--- config.mk ---
export PLATFORM = sky130hd
export DESIGN_NAME = vga_timing_gen
export DESIGN_NICKNAME = d
export VERILOG_FILES = /design/src/rtl/vga_timing_pkg.sv /design/src/rtl/vga_sync_delay.sv /design/src/rtl/vga_timing_gen.sv
export SDC_FILE = /design/constraint.sdc
export NUM_CORES = 1
export LEC_CHECK = 0
export BUFFER_PORTS_ARGS = -buffer_cell sky130_fd_sc_hd__buf_2
export CAP_MARGIN = 20
export CELL_PAD_IN_SITES_DETAIL_PLACEMENT = 0
export CELL_PAD_IN_SITES_GLOBAL_PLACEMENT = 2
export CORE_ASPECT_RATIO = 1.4
export CORE_MARGIN = 1
export CORE_UTILIZATION = 36
export CTS_CLUSTER_SIZE = 16
export DETAILED_ROUTE_END_ITERATION = 6
export GPL_ROUTABILITY_DRIVEN = 0
export PLACE_DENSITY_LB_ADDON = 0.1
export SLEW_MARGIN = 20
export SYNTH_ARGS = -nofsm -noshare
export SYNTH_HDL_FRONTEND = slang
export SYNTH_SLANG_ARGS = --single-unit
--- constraint.sdc ---
create_clock -name pixel_clk -period 3.6 [get_ports pixel_clk]
set_input_delay 0.18 -clock pixel_clk [delete_from_list [all_inputs] [get_ports pixel_clk]]
set_output_delay 0.18 -clock pixel_clk [all_outputs]
set_load 0.01 [all_outputs]
--- src/rtl/vga_timing_pkg.sv ---
// vga_timing_pkg: 640x480@60 Hz raster constants and decode helpers.
//   CNT_W          width of the horizontal/vertical counters
//   H_*/V_*        visible, front porch, sync and back porch lengths
//   H_MAX/V_MAX    last legal counter values (TOTAL-1)
//   HS_*/VS_*      inclusive sync windows
package vga_timing_pkg;
    localparam int CNT_W = 10;
    typedef logic [CNT_W-1:0] cnt_t;
    localparam cnt_t H_VIS = 10'd640;
    localparam cnt_t H_FP  = 10'd16;
    localparam cnt_t H_SW  = 10'd96;
    localparam cnt_t H_BP  = 10'd48;
    localparam cnt_t V_VIS = 10'd480;
    localparam cnt_t V_FP  = 10'd10;
    localparam cnt_t V_SW  = 10'd2;
    localparam cnt_t V_BP  = 10'd33;
    localparam cnt_t H_TOTAL  = H_VIS + H_FP + H_SW + H_BP;
    localparam cnt_t V_TOTAL  = V_VIS + V_FP + V_SW + V_BP;
    localparam cnt_t H_MAX    = H_TOTAL - 10'd1;
    localparam cnt_t V_MAX    = V_TOTAL - 10'd1;
    localparam cnt_t HS_START = H_VIS + H_FP;
    localparam cnt_t HS_END   = H_VIS + H_FP + H_SW - 10'd1;
    localparam cnt_t VS_START = V_VIS + V_FP;
    localparam cnt_t VS_END   = V_VIS + V_FP + V_SW - 10'd1;

    function automatic logic in_range(cnt_t v, cnt_t lo, cnt_t hi);
        return (v >= lo) && (v <= hi);
    endfunction
endpackage

--- src/rtl/vga_sync_delay.sv ---
// vga_sync_delay: DLY-stage shift register with a per-bit reset vector.
//   clk_i   clock
//   rst_ni  async active-low reset, loads RST_VAL into every stage
//   d_i     W-bit input
//   q_o     d_i delayed DLY cycles (DLY=0: combinational pass-through)
module vga_sync_delay #(
    parameter int           W       = 3,
    parameter int           DLY     = 3,
    parameter logic [W-1:0] RST_VAL = '0
) (
    input  logic         clk_i,
    input  logic         rst_ni,
    input  logic [W-1:0] d_i,
    output logic [W-1:0] q_o
);
    if (DLY == 0) begin : g_pass
        assign q_o = d_i;
    end else begin : g_dly
        logic [W-1:0] pipe_q [DLY];
        always_ff @(posedge clk_i or negedge rst_ni) begin
            if (!rst_ni) begin
                for (int i = 0; i < DLY; i++) pipe_q[i] <= RST_VAL;
            end else begin
                pipe_q[0] <= d_i;
                for (int i = 1; i < DLY; i++) pipe_q[i] <= pipe_q[i-1];
            end
        end
        assign q_o = pipe_q[DLY-1];
    end
endmodule

--- src/rtl/vga_timing_gen.sv ---
// vga_timing_gen: 640x480@60 Hz VGA raster timing generator.
//   pixel_clk    pixel clock
//   rst_n        async active-low reset
//   pixel_x/y    raw horizontal/vertical counters (0..799 / 0..524)
//   video_on     inside the visible window, zero latency
//   frame_over   one-cycle tick at the last visible pixel (639,479)
//   VGA_HS/VS    syncs, delayed PIPE_DLY to match the colour pipeline
//   VGA_BLANK_N  video_on delayed PIPE_DLY
//   VGA_SYNC_N   tied low, no sync-on-green
//   frame_cnt    frame counter, present only with VGA_FRAME_CNT_EN defined
module vga_timing_gen
    import vga_timing_pkg::*;
#(
    parameter int   PIPE_DLY = 3,
    parameter logic SYNC_POL = 1'b0
) (
    input  logic             pixel_clk,
    input  logic             rst_n,
    output logic [CNT_W-1:0] pixel_x,
    output logic [CNT_W-1:0] pixel_y,
    output logic             video_on,
    output logic             frame_over,
    output logic             VGA_HS,
    output logic             VGA_VS,
    output logic             VGA_BLANK_N,
    output logic             VGA_SYNC_N
`ifdef VGA_FRAME_CNT_EN
    ,
    output logic [15:0]      frame_cnt
`endif
);
    cnt_t h_cnt_q, h_cnt_d, v_cnt_q, v_cnt_d;
    logic h_wrap, hs_raw, vs_raw;

    // Compares use >= so an out-of-range count falls back to 0 on the next edge.
    always_comb begin
        h_wrap  = h_cnt_q >= H_MAX;
        h_cnt_d = h_wrap ? '0 : h_cnt_q + 1'b1;
        v_cnt_d = (v_cnt_q > V_MAX || (h_wrap && v_cnt_q == V_MAX)) ? '0 : v_cnt_q + cnt_t'(h_wrap);
    end

    always_ff @(posedge pixel_clk or negedge rst_n) begin
        if (!rst_n) begin
            h_cnt_q <= '0;
            v_cnt_q <= '0;
        end else begin
            h_cnt_q <= h_cnt_d;
            v_cnt_q <= v_cnt_d;
        end
    end

    assign pixel_x    = h_cnt_q;
    assign pixel_y    = v_cnt_q;
    assign video_on   = (h_cnt_q < H_VIS) && (v_cnt_q < V_VIS);
    assign frame_over = (h_cnt_q == H_VIS - 10'd1) && (v_cnt_q == V_VIS - 10'd1);
    assign hs_raw     = in_range(h_cnt_q, HS_START, HS_END) ? SYNC_POL : ~SYNC_POL;
    assign vs_raw     = in_range(v_cnt_q, VS_START, VS_END) ? SYNC_POL : ~SYNC_POL;
    assign VGA_SYNC_N = 1'b0;

    // One shared delay line keeps HS, VS and BLANK_N mutually aligned.
    vga_sync_delay #(
        .W      (3),
        .DLY    (PIPE_DLY),
        .RST_VAL({~SYNC_POL, ~SYNC_POL, 1'b0})
    ) u_sync_dly (
        .clk_i (pixel_clk),
        .rst_ni(rst_n),
        .d_i   ({hs_raw, vs_raw, video_on}),
        .q_o   ({VGA_HS, VGA_VS, VGA_BLANK_N})
    );

`ifdef VGA_FRAME_CNT_EN
    logic [15:0] frame_cnt_q;
    always_ff @(posedge pixel_clk or negedge rst_n) begin
        if (!rst_n) frame_cnt_q <= '0;
        else if (frame_over) frame_cnt_q <= frame_cnt_q + 16'd1;
    end
    assign frame_cnt = frame_cnt_q;
`endif
endmodule
-- After elaboration in Yosys (flattened, before gate mapping)
Index checks and enable logic that the tools add are counted.
- word-level logic and storage cells: 28
- register bits: 29
- input port bits: 2
- output and inout bits: 26
- magnitude comparators: 8
- equality and inequality tests: 3
- reductions and logical operators: 6
- add/sub/neg operators: 2
- multiplexer cells: 4
- operators with widths (kind ; number):
    == test 10 bit (second input constant) ; 2
    >= comparator 10 bit (second input constant) ; 2
    2-to-1 mux 10 bit ; 2
    adder 10 x 1 -> 10 bit ; 1
    adder 10 x 1 -> 10 bit (second input constant) ; 1
    == test 10 x 9 -> 1 bit (second input constant) ; 1
    >= comparator 10 x 9 -> 1 bit (second input constant) ; 1
    > comparator 10 bit (second input constant) ; 1
    less-or-equal comparator 10 bit (second input constant) ; 1
    less-or-equal comparator 10 x 9 -> 1 bit (second input constant) ; 1
    < comparator 10 bit (second input constant) ; 1
    < comparator 10 x 9 -> 1 bit (second input constant) ; 1
    logical AND 1 bit ; 5
    2-to-1 mux 1 bit ; 2
    logical OR 1 bit ; 1

-- Depth between registers and ports, before layout
- depth after elaboration: 4
- mapped depth: 11
- gate-level depth less buffers: 10

-- Hierarchy
From an unflattened synthesis, not the netlist that was laid out.
- cells, all modules: 123
- area, all modules: 1343.8 um^2
- modules (own cells, without submodules) (module ; seq. area each (um^2) ; cells each ; instances ; area an instance (um^2)):
    vga_timing_gen ; 500.5 ; 111 ; 1 ; 1088.5
    vga_sync_delay ; 232.7 ; 12 ; 1 ; 255.2

-- Least setup slack after synthesis
Ideal clock, no wire load.
- kind: register to register
- from: register h_cnt_q[0] (netlist: pixel_x[0])
- to: register v_cnt_q[8] (netlist: pixel_y[8])
- cell stages (with the launch flop): 12
- path slack: 1314 ps
- path buffers: 1
- period minus slack after synthesis: 2286 ps
- data required time: 3466 ps
- setup time: 134 ps
- arrival: 2152 ps
- cells stage by stage: dfrtp_1 -> ha_1 -> and3_1 -> buf_2 -> a41oi_1 -> inv_1 -> ha_1 -> ha_1 -> nand2_1 -> nor3_1 -> xnor2_1 -> nor2_1
- word-level cells in the longest chain between the ends: 4
- elaborated cells between the ends (all ways): 5
- classes of those cells: 1 x add/sub; 1 x order compare; 1 x mux; 2 x reduce/logical
- RTL lines (element ; line ; text):
    from (decl) ; vga_timing_gen.sv:32 ; cnt_t h_cnt_q, h_cnt_d, v_cnt_q, v_cnt_d;
    from (signal assigned) ; vga_timing_gen.sv:47 ; h_cnt_q <= h_cnt_d;
    >= comparator 10 bit (*) ; vga_timing_gen.sv:37 ; h_wrap = h_cnt_q >= H_MAX;
    parallel branches: the longest is 2 deep, another holds adder 10 x 1 -> 10 bit ; - ;
    2-to-1 mux 10 bit (*) ; vga_timing_gen.sv:39 ; v_cnt_d = (v_cnt_q > V_MAX || (h_wrap && v_cnt_q == V_MAX)) ? '0 : v_cnt_q + cnt_t'(h_wrap);
    via v_cnt_d[8] ; vga_timing_gen.sv:32 ;
    to (signal assigned) ; vga_timing_gen.sv:48 ; v_cnt_q <= v_cnt_d;
    to (decl) ; vga_timing_gen.sv:32 ;
Mark *: on every way through the listed nets, which the timed path passes.

-- Worst setup path after layout
Same ends and word-level chain as after synthesis.

==> metrics.cfg <==
[clock_tree]
h-tree-depth = 2
clkTransAtPathRegs_ns = 0.06
cts_sinks = 29
cts-root-buf = clkbuf_8
cts_tree = done
insertion_delay_ns = 0.27
clk_path_buf_depth = 2
cts_inserted_buffers = 5

[sta]
fin_skew_ns = 0.00170
finalSetupTns_ns = 0
period_needed_ns = 2.44
rsz0062_at_grt = no
max_freq_mhz = 411
worst_slew_margin_rel_pct = 56.9
final-setup-viol-count = 0
drv_slew = 0
finalCritPeriodShare_pct = 67.6
tightestPinTransition_ns = 0.647
hold_viol = 0
timing.hold.ws_ns = 0.346

[global_route]
busiest_layer = met2
track_usage_pct = 17.6
antenna_found_initial = 0
grt_start_max_net_pins = 30
grt_pass1_vias = 1038
gr-total-overflow = 0
met1_usage_pct = 20.7
grt_pass1_wl_um = 4860
grt_use_met3_pct = 5.83
use_met2_pct = 28.0

[hold_path]
hp-class = reg2reg

[floorplanning]
start_util_pct = 38.2
rows = 25
ios = 28
die-height_um = 73.1
die_w_um = 52.8
dieArea_um2 = 3860
design.core.area_um2 = 3410

[routing]
first_pass_iters = 4
final_antenna_net_count = 0
wl_per_cell_um = 14.4
detail_route.vias_per_cell = 5.07
wl_um = 2750
via_count = 969
drc = 0
first_iter_violations = 32

[cells_and_area]
area.growth.synth_to_final_pct = 19.8
final_area_um2 = 1560
nets = 156
drive_above_1_share_pct = 28.5
diodes = 0

[logic_synthesis]
synth_top_cell_area_share_pct = 44.2
synth.distinct_cells = 34
syn_area_um2 = 1300
yosysWarnings = 0
synth-simple-area-share_pct = 21.9
yosys.area.top_type = dfrtp_1
ys_seq_elements = 29
synth_xor_area_share_pct = 10.1
synth_compound_area_share_pct = 5.38
synth_area_leaders = dfrtp_1, dfstp_2, xnor2_1, nor2_1, ha_1
syn_inst = 118
synthMuxAreaShare_pct = 0
synth_adder_area_share_pct = 3.85
synth.avg_cell_area_um2 = 11.0
syn-num-nets = 124
ys_seq_area_share_pct = 56.3
synth_top_family_by_area = simple AND/OR/NAND/NOR gates

[setup_path]
endpoint_kind = flop
r2r_slack_ns = 1.17
crit_arrival_ns = 2.58
crit_slowest_cell = dfrtp_1
worst-path-buf-inv = 1
critPathKind = reg2reg
slowest_delay_ns = 0.43
path_cells = ha_1, and3_1, a41oi_1, inv_1, ha_1, ha_1, nand2_1, nor3_1, xnor2_1, nor2_1
cpMostUsedCell = ha_1
cp_max_fo = 7
start_kind = flop
cp.required_ns = 3.74
cpLargestDelayFamily = adder cells

[place]
place_area_um2 = 1470
portBuffers = 26
dpl.hpwl_um = 1970

[outcome]
outcome = complete, no violations

[pwr]
power.leakage_nw = 0.730
power_density_nw_per_um2 = 374
ir_drop_v = 0.000249

[job]
max_cap_violations = 0

==> per-stage QoR <==
| step | total power [W] | worst slack, ns | util [%] | cells |
|---|---|---|---|---|
| after floorplan | 0.000333 | 1.31 | - | 118 |
| after global placement | 0.000339 | 1.24 | 43.1 | 182 |
| after detailed placement | 0.000340 | 1.16 | 43.1 | 182 |
| after CTS | 0.000595 | 1.14 | 45.7 | 191 |
| after global routing | 0.000613 | 0.926 | 45.7 | 191 |
| final | 0.000583 | 1.17 | 45.7 | 191 |
==> cells in the final DEF, fill, tap and decap left out, types with 2 or more instances in the layout <==
master and n:
and3_1 2, nor2b_1 2, clkbuf_8 5, buf_2 26, xnor2_1 10, nand3_1 7
inv_1 4, o21ai_0 2, ha_1 4, nand4_1 2, nor4_1 2, nor2_1 21
xor2_1 5, nor3_1 2, clkbuf_1 3, dfstp_2 6, dfrtp_1 23, nand2_1 7
==> worst paths after layout <==
check	from	to	depth (start not counted)
max reg2reg	pixel_x[0]	pixel_y[8]	10
max in group asynchronous	rst_n	pixel_x[0]	2
min	u_sync_dly.g_dly.pipe_q[3]	u_sync_dly.q_o[0]	0
min reg2reg	u_sync_dly.g_dly.pipe_q[3]	u_sync_dly.q_o[0]	0
min in group asynchronous	rst_n	u_sync_dly.q_o[0]	2
max	pixel_x[0]	pixel_y[8]	10
==> cells in the mapped netlist <==
cell type and instances:
nor3_1 2, xor2_1 5, a31oi_1 1, conb_1 1, nor4_1 2, nor4_2 1
inv_1 4, ha_1 4, buf_4 1, xnor2_1 10, or4_1 1, o311a_1 1
dfstp_2 6, a41oi_1 1, o21ai_0 2, o31ai_4 1, a21oi_1 1, nor2b_2 1
a21oi_2 1, nand4_1 2, or4_4 1, nand4b_1 1, and2_1 1, nand3_1 7
and3_1 2, buf_2 1, nor2b_1 2, or3_1 1, dfrtp_1 23, nor4bb_1 1
nand2b_1 1, nor2_1 21, nand2_1 7, and2_2 1
==> logic make-up (layout without fill, tap and decap cells) <==
logic type               count (synthesis)  after routing
AND/OR/NAND/NOR                         55             55
adder cells (fa/ha/maj)                  4              4
flip-flops                              29             29
AO/OA/AOI/OAI                            8              8
XOR/XNOR                                15             15
buffers and inverters                    6             39
other                                    1              1
==> metal layers <==
metal / vias to the layer above / share of wire [%]
met5: - / 0
met4: 0 / 2.6
met3: 9 / 4.9
met2: 28 / 50
met1: 470 / 43
li1: 462 / -
==> state kept, by name (all words and copies together) (netlist names) <==
register                 cells
u_sync_dly.q_o               3
pixel_x                     10
pixel_y                     10
u_sync_dly.g_dly.pipe_q      6
==> power breakdown <==
part | internal (W) | switching [W]
clock | 0.000137 | 0.000112
combinational | 0.00000109 | 0.00000672
sequential | 0.000326 | 0
==> what timing repair did <==
| item | CTS | global route |
|---|---|---|
| setup buffers | 0 | 0 |
| hold endpoints to repair | 23 | 0 |
| hold buffers | 1 | 0 |
| gates resized for setup | 0 | 0 |
==> cell type report <==
class / instances / area, um^2
sequential: 29 / 733
timing repair buffer: 27 / 140
inverter: 4 / 15.0
multi-input combinational: 83 / 541
clock buffer: 8 / 80.1
tap: 40 / 50.0
fill: 336 / 1850
No activity file was read; power rests on OpenSTA's default activity.
